### src/rtl/seq_shifter2x4_if.sv
// Request/result bus of the two-lane sequential shifter.
// The master drives requests and result acceptance; the slave is the shifter.
interface seq_shifter2x4_if #(
  parameter int WIDTH = 4
);
  logic             in_valid;
  logic             in_ready;
  logic [WIDTH-1:0] a;
  logic [WIDTH-1:0] b;
  logic [2:0]       amt;
  logic             dir;
  logic             arith;
  logic             out_valid;
  logic             out_ready;
  logic [WIDTH-1:0] ya;
  logic [WIDTH-1:0] yb;
  logic             busy;

  modport master (
    output in_valid, a, b, amt, dir, arith, out_ready,
    input  in_ready, out_valid, ya, yb, busy
  );

  modport slave (
    input  in_valid, a, b, amt, dir, arith, out_ready,
    output in_ready, out_valid, ya, yb, busy
  );
endinterface

### src/rtl/seq_shifter2x4.sv
// Two-lane sequential shifter: both lanes move one bit per cycle for amt cycles,
// then hold the result until the consumer takes it.
module seq_shifter2x4 #(
  parameter int WIDTH = 4
) (
  input logic              clk,
  input logic              rst,
  seq_shifter2x4_if.slave  bus
);

  localparam logic [1:0] ST_IDLE  = 2'b00;
  localparam logic [1:0] ST_SHIFT = 2'b01;
  localparam logic [1:0] ST_DONE  = 2'b10;

  logic [1:0]       state_r;
  logic [1:0]       state_nxt_s;
  logic [2:0]       cnt_r;
  logic [2:0]       cnt_nxt_s;
  logic [WIDTH-1:0] lane_a_r;
  logic [WIDTH-1:0] lane_a_nxt_s;
  logic [WIDTH-1:0] lane_b_r;
  logic [WIDTH-1:0] lane_b_nxt_s;
  logic             dir_r;
  logic             dir_nxt_s;
  logic             arith_r;
  logic             arith_nxt_s;
  logic             in_ready_r;
  logic             out_valid_r;
  logic             busy_r;

  // One-position shift; arithmetic fill only applies when moving right.
  function automatic logic [WIDTH-1:0] shift_step(
    input logic [WIDTH-1:0] lane,
    input logic             go_right,
    input logic             sign_fill
  );
    logic [WIDTH-1:0] res;
    if (go_right) begin
      res = {sign_fill & lane[WIDTH-1], lane[WIDTH-1:1]};
    end else begin
      res = {lane[WIDTH-2:0], 1'b0};
    end
    return res;
  endfunction

  // Next-state, counter and lane update logic.
  always_comb begin
    state_nxt_s  = state_r;
    cnt_nxt_s    = cnt_r;
    lane_a_nxt_s = lane_a_r;
    lane_b_nxt_s = lane_b_r;
    dir_nxt_s    = dir_r;
    arith_nxt_s  = arith_r;
    case (state_r)
      ST_IDLE: begin
        if (bus.in_valid) begin
          lane_a_nxt_s = bus.a;
          lane_b_nxt_s = bus.b;
          dir_nxt_s    = bus.dir;
          arith_nxt_s  = bus.arith;
          cnt_nxt_s    = bus.amt;
          if (bus.amt == 3'd0) begin
            state_nxt_s = ST_DONE;
          end else begin
            state_nxt_s = ST_SHIFT;
          end
        end else begin
          state_nxt_s = ST_IDLE;
        end
      end
      ST_SHIFT: begin
        lane_a_nxt_s = shift_step(lane_a_r, dir_r, arith_r);
        lane_b_nxt_s = shift_step(lane_b_r, dir_r, arith_r);
        cnt_nxt_s    = cnt_r - 3'd1;
        if (cnt_r == 3'd1) begin
          state_nxt_s = ST_DONE;
        end else begin
          state_nxt_s = ST_SHIFT;
        end
      end
      ST_DONE: begin
        if (bus.out_ready) begin
          state_nxt_s = ST_IDLE;
        end else begin
          state_nxt_s = ST_DONE;
        end
      end
      default: begin
        state_nxt_s = ST_IDLE;
        cnt_nxt_s   = 3'd0;
      end
    endcase
  end

  // State and datapath registers; status flags are registered from the next state.
  always_ff @(posedge clk) begin
    if (rst) begin
      state_r     <= ST_IDLE;
      cnt_r       <= 3'd0;
      lane_a_r    <= '0;
      lane_b_r    <= '0;
      dir_r       <= 1'b0;
      arith_r     <= 1'b0;
      in_ready_r  <= 1'b1;
      out_valid_r <= 1'b0;
      busy_r      <= 1'b0;
    end else begin
      state_r     <= state_nxt_s;
      cnt_r       <= cnt_nxt_s;
      lane_a_r    <= lane_a_nxt_s;
      lane_b_r    <= lane_b_nxt_s;
      dir_r       <= dir_nxt_s;
      arith_r     <= arith_nxt_s;
      in_ready_r  <= (state_nxt_s == ST_IDLE);
      out_valid_r <= (state_nxt_s == ST_DONE);
      busy_r      <= (state_nxt_s != ST_IDLE);
    end
  end

  assign bus.in_ready  = in_ready_r;
  assign bus.out_valid = out_valid_r;
  assign bus.busy      = busy_r;
  assign bus.ya        = lane_a_r;
  assign bus.yb        = lane_b_r;

endmodule
### src/flat_wrapper.sv
// flat-port wrapper written by rule: the top's interface ports become plain ports
module seq_shifter2x4_flat 
#(
  parameter int WIDTH = 4
)
  (clk, rst, bus_in_valid, bus_a, bus_b, bus_amt, bus_dir, bus_arith, bus_out_ready, bus_in_ready, bus_out_valid, bus_ya, bus_yb, bus_busy);
  seq_shifter2x4_if #(.WIDTH(WIDTH)) bus_i ();
  input logic clk;
  input logic rst;
  input wire logic [$bits(bus_i.in_valid)-1:0] bus_in_valid;
  input wire logic [$bits(bus_i.a)-1:0] bus_a;
  input wire logic [$bits(bus_i.b)-1:0] bus_b;
  input wire logic [$bits(bus_i.amt)-1:0] bus_amt;
  input wire logic [$bits(bus_i.dir)-1:0] bus_dir;
  input wire logic [$bits(bus_i.arith)-1:0] bus_arith;
  input wire logic [$bits(bus_i.out_ready)-1:0] bus_out_ready;
  output wire logic [$bits(bus_i.in_ready)-1:0] bus_in_ready;
  output wire logic [$bits(bus_i.out_valid)-1:0] bus_out_valid;
  output wire logic [$bits(bus_i.ya)-1:0] bus_ya;
  output wire logic [$bits(bus_i.yb)-1:0] bus_yb;
  output wire logic [$bits(bus_i.busy)-1:0] bus_busy;
  assign bus_i.in_valid = bus_in_valid;
  assign bus_i.a = bus_a;
  assign bus_i.b = bus_b;
  assign bus_i.amt = bus_amt;
  assign bus_i.dir = bus_dir;
  assign bus_i.arith = bus_arith;
  assign bus_i.out_ready = bus_out_ready;
  assign bus_in_ready = bus_i.in_ready;
  assign bus_out_valid = bus_i.out_valid;
  assign bus_ya = bus_i.ya;
  assign bus_yb = bus_i.yb;
  assign bus_busy = bus_i.busy;
  seq_shifter2x4 #(.WIDTH(WIDTH)) u_core (.clk(clk), .rst(rst), .bus(bus_i));
endmodule
### config.mk
export PLATFORM = sky130hd
export DESIGN_NAME = seq_shifter2x4_flat
export DESIGN_NICKNAME = d
export VERILOG_FILES = /design/src/rtl/seq_shifter2x4_if.sv /design/src/rtl/seq_shifter2x4.sv /design/src/flat_wrapper.sv
export SDC_FILE = /design/constraint.sdc
export NUM_CORES = 1
export LEC_CHECK = 0
export CAP_MARGIN = 10
export CORE_ASPECT_RATIO = 1.4
export CORE_UTILIZATION = 45
export DETAILED_ROUTE_END_ITERATION = 12
export GPL_ROUTABILITY_DRIVEN = 0
export PLACE_DENSITY = 0.77
export SLEW_MARGIN = 15
export SYNTH_ARGS = -nofsm -noshare
export SYNTH_HDL_FRONTEND = slang
export SYNTH_SLANG_ARGS = --single-unit
### constraint.sdc
create_clock -name clk -period 1.47 [get_ports clk]
set_input_delay 0.3675 -clock clk [delete_from_list [all_inputs] [get_ports clk]]
set_output_delay 0.3675 -clock clk [all_outputs]
set_load 0.02 [all_outputs]
Yosys cells after proc, flatten, opt, wreduce, memory -nomap -nowiden
Cells that the tools add are included.
{ "totals": {"word_cells": 39, "regBits": 18, "out_inout_bits": 11, "input_bits": 17} }
{ "op_classes": {"n_mux": 13, "add_sub_neg": 1, "n_eq_ne": 5, "n_bitwise": 3, "n_reduce_logical": 8} }
{ "ops": {"columns": ["cell", "n"], "rows": [
  ["two-way mux 4 bit", 4],
  ["one-hot mux 4 bit (2 select lines)", 2],
  ["one-hot mux 3 bit (3 select lines)", 1],
  ["two-way mux 2 bit", 4],
  ["one-hot mux 2 bit (3 select lines)", 1],
  ["AND reduction 2 bit", 3],
  ["equality test 2 bit (second input constant)", 2],
  ["logical NOT 2 bit", 2],
  ["nonzero test 2 bit", 2],
  ["equality test 3 x 1 -> 1 bit (second input constant)", 1],
  ["logical NOT 3 bit", 1],
  ["two-way mux 3 bit", 1],
  ["subtractor 3 x 1 -> 3 bit (second input constant)", 1],
  ["AND 1 bit", 2],
  ["equality test 2 x 1 -> 1 bit (second input constant)", 1],
  ["!= test 2 bit (second input constant)", 1],
  ["NOT 1 bit", 1]
]} }

Depth between registers and ports, before layout
Gate-level depths: netlist of run 1.
{ "logic_depth": {"ltp_word": 5, "ltp_mapped": 5, "mapped_depth_nobuf": 5} }

Least setup slack after synthesis of run 1
OpenSTA, ideal clock, no wires.
{ "synth_path": {"path_type": "input port to flip-flop", "startpoint": "in bus_in_valid", "endpoint": "reg u_core.state_r[0]", "cell_stages": 3, "setup_slack_ns": 0.307, "required_ns": 1.391, "t_arrival_ns": 1.083, "path_cell_list": "buf_2 -> or3b_1 -> a211oi_2"} }
{ "synth_via": {"elab_chain_cells": 2} }
{ "synth_rtl": {"columns": ["item", "line", "source"], "rows": [
  ["start: declaration", "flat_wrapper.sv:10", "input wire logic [$bits(bus_i.in_valid)-1:0] bus_in_valid;"],
  ["two-way mux 2 bit", "seq_shifter2x4.sv:56", "if (bus.in_valid) begin"],
  ["one-hot mux 2 bit (3 select lines)", "seq_shifter2x4.sv:54", "case (state_r)"],
  ["end signal: assignment", "seq_shifter2x4.sv:108", "state_r <= state_nxt_s;"],
  ["end: declaration", "seq_shifter2x4.sv:15", "logic [1:0] state_r;"]
]} }
No other way between the ends.
A chain may end at the register's enable or synchronous reset.

Worst setup path in the final report of run 1
{ "layout_path": {"startpoint": "reg u_core.lane_b_r[1], in the netlist u_core.bus.yb[1]", "endpoint": "out bus_yb[1]"} }
{ "layout_rtl": {"columns": ["item", "line", "source"], "rows": [
  ["start: declaration", "seq_shifter2x4.sv:21", "logic [WIDTH-1:0] lane_b_r;"],
  ["start signal: assignment", "seq_shifter2x4.sv:111", "lane_b_r <= lane_b_nxt_s;"],
  ["end: declaration", "flat_wrapper.sv:20", "output wire logic [$bits(bus_i.yb)-1:0] bus_yb;"]
]} }
No word-level cell between the ends.

==> out/results.tsv, run 1 <==
metric	value	unit
Post-CTS Setup Repair Bufs	0	
fill count	178	
clock latency on the worst-skew pair	0.30	ns
Final setup viols	0	
CTS tree	yes	
CTS Buf Count	3	
fin crit period	1.42	ns
Post-Syn Nets	120	
CP bufs+invs	1	
Fin Setup TNS	0	ns
largest family of logic cells by synthesized area	compound AO/OA/AOI/OAI gates	
Detail Placement HPWL	1780	um
Longest Clk Path Bufs	2	
sequential fraction of the synthesis area	0.385	
Critical-path top delay cell	dfxtp_1	
overall power	1.28	mW
design area	1310	sq um
Routed WL	2360	um
register bit count reported by yosys	18	
root buf cell	clkbuf_4	
Ys Warns	0	
drt wl/cell	14.8	um
CP startpoint kind	register	
n_diodes	0	
Async S/R FF share, synth	0	
outcome	finished, final reports clean	
Clk network pwr share	0.241	
Via-to-Cell Ratio	5.59	
max_cap viols	0	
r2r setup slk	0.15	ns
grt total ovfl	0	
mapped cell area	937	sq um
delay-heaviest family, CP	flip-flops	
H-tree levels	1	
Post-Syn Area per Cell	9.28	sq um
Slew @ Worst Pin	0.303	ns
Fin Hold WS	0.505	ns
Hold WC Path Type	reg -> reg	
critical path's largest stage delay	0.40	ns
P per Cell Area	981	nW/um^2
worst vdd ir	649	uV
post-synthesis mux area share	0.0521	
post-synthesis xor/xnor area fraction	0.00935	
Cell variety after synth	39	
ys flop type	dfxtp_1	
Combinational Power Share	0.296	
Final ANT Viol Nets	0	
crit share post-route	0.963	
clock skew	0.00198	ns
Sink Count	18	
Total GRT Usage	0.236	
WP data arrival	1.05	ns
Top Ports	28	
Final WS setup	0.0542	ns
Initial Utilization	0.475	
Mapped Cells	101	
Port Buffer Count	27	
switching power	0.401	mW
Placed Instance Area	1280	sq um
Fmax	0.706	GHz
Pins Over Slew Limit	0	
DRC violations left	0	
CP Capture Type	output port	
peak fanout along the critical path	4	
Worst-path clk slew	0.10	ns
initial antenna violation count	0	
die area	2270	sq um
vias in the first global route	867	
placed insts	155	
row count	19	
relative slew slack	0.798	
Req. time, crit path	1.10	ns
critical path class	reg -> out	
DR iter-0 viols	13	
area delta synth->final	39.4	%
Via Count	889	
Die X-Extent	40.6	um
post-synthesis simple-gate area fraction	0.198	
maximum number of pins on one net before global-route repair	15	
crit path cell chain	dlygate4sd2_1	
Nets	158	
Post-Place Worst Slack	-0.278	ns
layout cells sized above 1	0.188	
Synth Area in Adders	0.0267	
Power Internal	0.880	mW
switching share of power	0.313	
post-synthesis compound-gate area fraction	0.259	
setup repair after global routing missed its margin	false	
Util after Layout	0.662	
first-pass GRT wire length	3710	um
Static Leakage	0.564	nW
Post-synth EDFFs	0	
sequential share of power	0.463	
router iterations before antenna repair	4	
Fin. Hold Viols	0	
die span in y	56.0	um
Finished Layout Cells	159	
Core ar.	1970	sq um
## placed cells by master (no fill, tap or decap), types with 2 or more instances in the layout
cell type	count
o221a_1	2
clkbuf_4	3
dfxtp_1	17
o21ai_1	3
a311oi_1	2
nand2_1	5
nand2b_1	3
mux2_1	2
nor2b_1	5
a221oi_2	2
buf_4	12
a21oi_1	7
dlygate4sd2_1	11
nor3_1	2
o21ai_0	3
nor2_1	7
o41ai_1	2
nand3_1	6
o221ai_1	2
ha_1	2
inv_1	5
clkdlybuf4s50_1	15
## synthesized netlist by cell type (2+ instances only)
master / count / area share
o221a_1: 2 / 0.024
ha_1: 2 / 0.027
nor2b_1: 5 / 0.033
o221ai_1: 2 / 0.019
o21ai_0: 3 / 0.016
o21ai_1: 3 / 0.016
buf_6: 2 / 0.024
inv_1: 5 / 0.020
nor3_1: 2 / 0.011
a21oi_1: 7 / 0.037
nand2b_1: 3 / 0.020
a221oi_2: 2 / 0.032
mux2_1: 2 / 0.024
dfxtp_1: 18 / 0.38
buf_2: 2 / 0.011
nor2_1: 7 / 0.028
nand2_1: 5 / 0.020
a311oi_1: 2 / 0.019
nand3_1: 6 / 0.032
o41ai_1: 2 / 0.019
## sequential cells by signal, indices dropped and copies added (netlist names)
| name | flops |
|---|---|
| u_core.state_r | 2 |
| u_core.dir_r | 1 |
| u_core.bus.yb | 4 |
| u_core.bus.ya | 4 |
| u_core.cnt_r | 3 |
| u_core.bus.out_valid | 1 |
| u_core.bus.busy | 1 |
| u_core.arith_r | 1 |
| u_core.bus.in_ready | 1 |
## area by class of cell
| class | count | area (sq um) | area share |
|---|---|---|---|
| sequential | 18 | 362 | 0.277 |
| clock buffer | 4 | 36.3 | 0.0278 |
| tap | 21 | 26.3 | 0.0201 |
| multi-input combinational | 71 | 510 | 0.391 |
| timing repair buffer | 39 | 349 | 0.267 |
| inverter | 6 | 22.5 | 0.0172 |
## final timing paths
path	from	to	cells after the start
worst min register to register	u_core.bus.ya[2]	u_core.bus.ya[2]	2
worst max-delay path	u_core.bus.yb[1]	bus_yb[1]	1
worst min-delay path	u_core.bus.ya[2]	u_core.bus.ya[2]	2
worst max register to register	u_core.dir_r	u_core.bus.ya[1]	4
## cells by family (layout without fill, tap and decap cells)
family	count (synthesis)	after routing
flip-flops	18	18
XOR/XNOR	1	1
adder cells (fa/ha/maj)	2	2
buffers and inverters	12	49
multiplexers	4	4
AND/OR/NAND/NOR	34	34
AO/OA/AOI/OAI	30	30
## timing repair
item | 4_1_cts | 5_1_grt
endpoints found under the setup margin | 11 | 4
resized for setup | 11 | 2
hold buffers | 0 | 0
## power groups by stage
stage               Sequential (mW)  Clock [mW]  Combinational [mW]
CTS                           0.592       0.315               0.381
finish                        0.593       0.309               0.379
global route                  0.600       0.332               0.417
global placement              0.602           0               0.389
floorplan                     0.623           0               0.207
detailed placement            0.606           0               0.401
## metal layers
metal	GRT usage	up-vias	wire [um]
met2	0.404	30	1220
met1	0.265	410	980
met5	0	-	0
met4	0.114	0	62
li1	-	442	-
met3	0.0280	7	97
Power figures use the tool's default switching activity.
==> run 2, diff against run 1 <==
--- a/config.mk
+++ b/config.mk
@@ -7,3 +7,3 @@
 export LEC_CHECK = 0
-export CAP_MARGIN = 10
+export CAP_MARGIN = 0
 export CORE_ASPECT_RATIO = 1.4
--- a/constraint.sdc
+++ b/constraint.sdc
@@ -3,2 +3,2 @@
 set_output_delay 0.3675 -clock clk [all_outputs]
-set_load 0.02 [all_outputs]
+set_load 0.01 [all_outputs]
==> run 2 against run 1 <==
Core utilization up 0.25 points. Largest power group unchanged. Combinational power down 6.6%. Highest routed layer unchanged. Final area up 0.38%.
==> out/results.tsv, run 2 (same netlist as run 1, synthesis figures left out) <==
metric	value	unit
Nets	158	
most frequent cells in the layout	clkdlybuf4s50_1 (15), dfxtp_1 (13), buf_4 (12)	
Fin. Hold Viols	0	
row count	19	
n_diodes	0	
Via Count	893	
Final ANT Viol Nets	0	
Die X-Extent	40.6	um
CP startpoint kind	register	
delay-heaviest family, CP	flip-flops	
Fin Setup TNS	0	ns
Routed WL	2340	um
Combinational Power Share	0.281	
Port Buffer Count	27	
router iterations before antenna repair	4	
drt wl/cell	14.7	um
layout cells sized above 1	0.217	
Static Leakage	0.565	nW
Post-CTS Setup Repair Bufs	0	
r2r setup slk	0.15	ns
peak fanout along the critical path	4	
Top Ports	28	
setup repair after global routing missed its margin	false	
relative slew slack	0.798	
Pins Over Slew Limit	0	
root buf cell	clkbuf_4	
fill count	175	
die area	2270	sq um
Clk network pwr share	0.246	
first-pass GRT wire length	3710	um
clock skew	0.00255	ns
Critical-path top delay cell	dfxtp_1	
Initial Utilization	0.475	
grt total ovfl	0	
initial antenna violation count	0	
DR iter-0 viols	14	
Slew @ Worst Pin	0.303	ns
r2r worst-path depth	4	
switching power	0.376	mW
Core ar.	1970	sq um
clock latency on the worst-skew pair	0.30	ns
Detail Placement HPWL	1780	um
FF-to-FF End	u_core.bus.ya[1]	
Hold WC Path Type	reg -> reg	
Reg-to-Reg Start	u_core.dir_r	
die span in y	56.0	um
CTS Buf Count	3	
H-tree levels	1	
WP data arrival	0.96	ns
Final setup viols	0	
CP Capture Type	output port	
P per Cell Area	961	nW/um^2
CP bufs+invs	1	
Total GRT Usage	0.236	
Sink Count	18	
critical path class	reg -> out	
Power Internal	0.883	mW
crit path cell chain	dlygate4sd2_1	
Min-Delay Path Depth	2	
worst vdd ir	641	uV
outcome	finished, final reports clean	
Worst-path clk slew	0.10	ns
overall power	1.26	mW
Req. time, crit path	1.10	ns
switching share of power	0.299	
most common cell after layout, fill and taps aside	clkdlybuf4s50_1	
critical path's largest stage delay	0.38	ns
HP Start	u_core.bus.ya[2]	
Fmax	0.753	GHz
maximum number of pins on one net before global-route repair	15	
fin crit period	1.33	ns
CTS tree	yes	
worst hold endpoint	u_core.bus.ya[2]	
crit share post-route	0.904	
max_cap viols	0	
vias in the first global route	867	
area delta synth->final	39.9	%
Via-to-Cell Ratio	5.62	
Longest Clk Path Bufs	2	
DRC violations left	0	
sequential share of power	0.473	
## run 2: changes by cell type in the layout (fill, tap and decap cells not counted)
cell | previous run | this run
dfxtp_1 | 17 | 13
dfxtp_2 | 1 | 5
## run 2: layer usage
| layer | up-vias | wire length (um) | track usage |
|---|---|---|---|
| met3 | 7 | 99 | 0.0280 |
| li1 | 442 | - | - |
| met5 | - | 0 | 0 |
| met2 | 32 | 1220 | 0.404 |
| met1 | 412 | 959 | 0.265 |
| met4 | 0 | 62 | 0.114 |
## run 2: worst max-delay path by stage
stage	start	endpoint	depth (start not counted)
detailed placement	bus_in_valid	u_core.bus.yb[3]	4
finish	u_core.bus.yb[3]	bus_yb[3]	1
global route	u_core.dir_r	u_core.bus.ya[3]	5
global placement	bus_in_valid	u_core.bus.yb[1]	5
floorplan	bus_in_valid	u_core.state_r[0]	3
CTS	bus_in_valid	u_core.bus.yb[3]	4
## run 2: final cells by class
cell class                      count  area [sq um]  share of cell area
Multi-Input combinational cell     71           510               0.389
Inverter                            6          22.5              0.0172
Sequential cell                    18           367               0.280
Timing Repair Buffer               39           349               0.266
Clock buffer                        4          36.3              0.0277
Tap cell                           21          26.3              0.0200
## run 2: what timing repair did
action / 4_1_cts / 5_1_grt
resized for setup: 15 / 2
hold buffers: 0 / 0
setup endpoints to repair: 11 / 4
hold endpoints to repair: 0 / 0
## run 2: through the flow
step | setup WS (ns) | instance area [sq um] | utilization | cells | hold slack [ns]
floorplan | 0.307 | 937 | - | 101 | 0.447
global placement | -0.188 | 1280 | 0.649 | 155 | 0.485
detailed placement | -0.278 | 1280 | 0.649 | 155 | 0.496
CTS | 0.0265 | 1310 | 0.663 | 159 | 0.489
global route | 0.0941 | 1310 | 0.665 | 159 | 0.515
finish | 0.141 | 1310 | 0.665 | 159 | 0.488
## run 2: power by group through the flow
| stage | clock [mW] | sequential [mW] | combinational [mW] |
|---|---|---|---|
| 2_1_floorplan | 0 | 0.598 | 0.207 |
| 3_3_place_gp | 0 | 0.602 | 0.365 |
| 3_5_place_dp | 0 | 0.606 | 0.376 |
| 4_1_cts | 0.315 | 0.595 | 0.357 |
| 5_1_grt | 0.332 | 0.603 | 0.393 |
| 6_report | 0.310 | 0.595 | 0.354 |
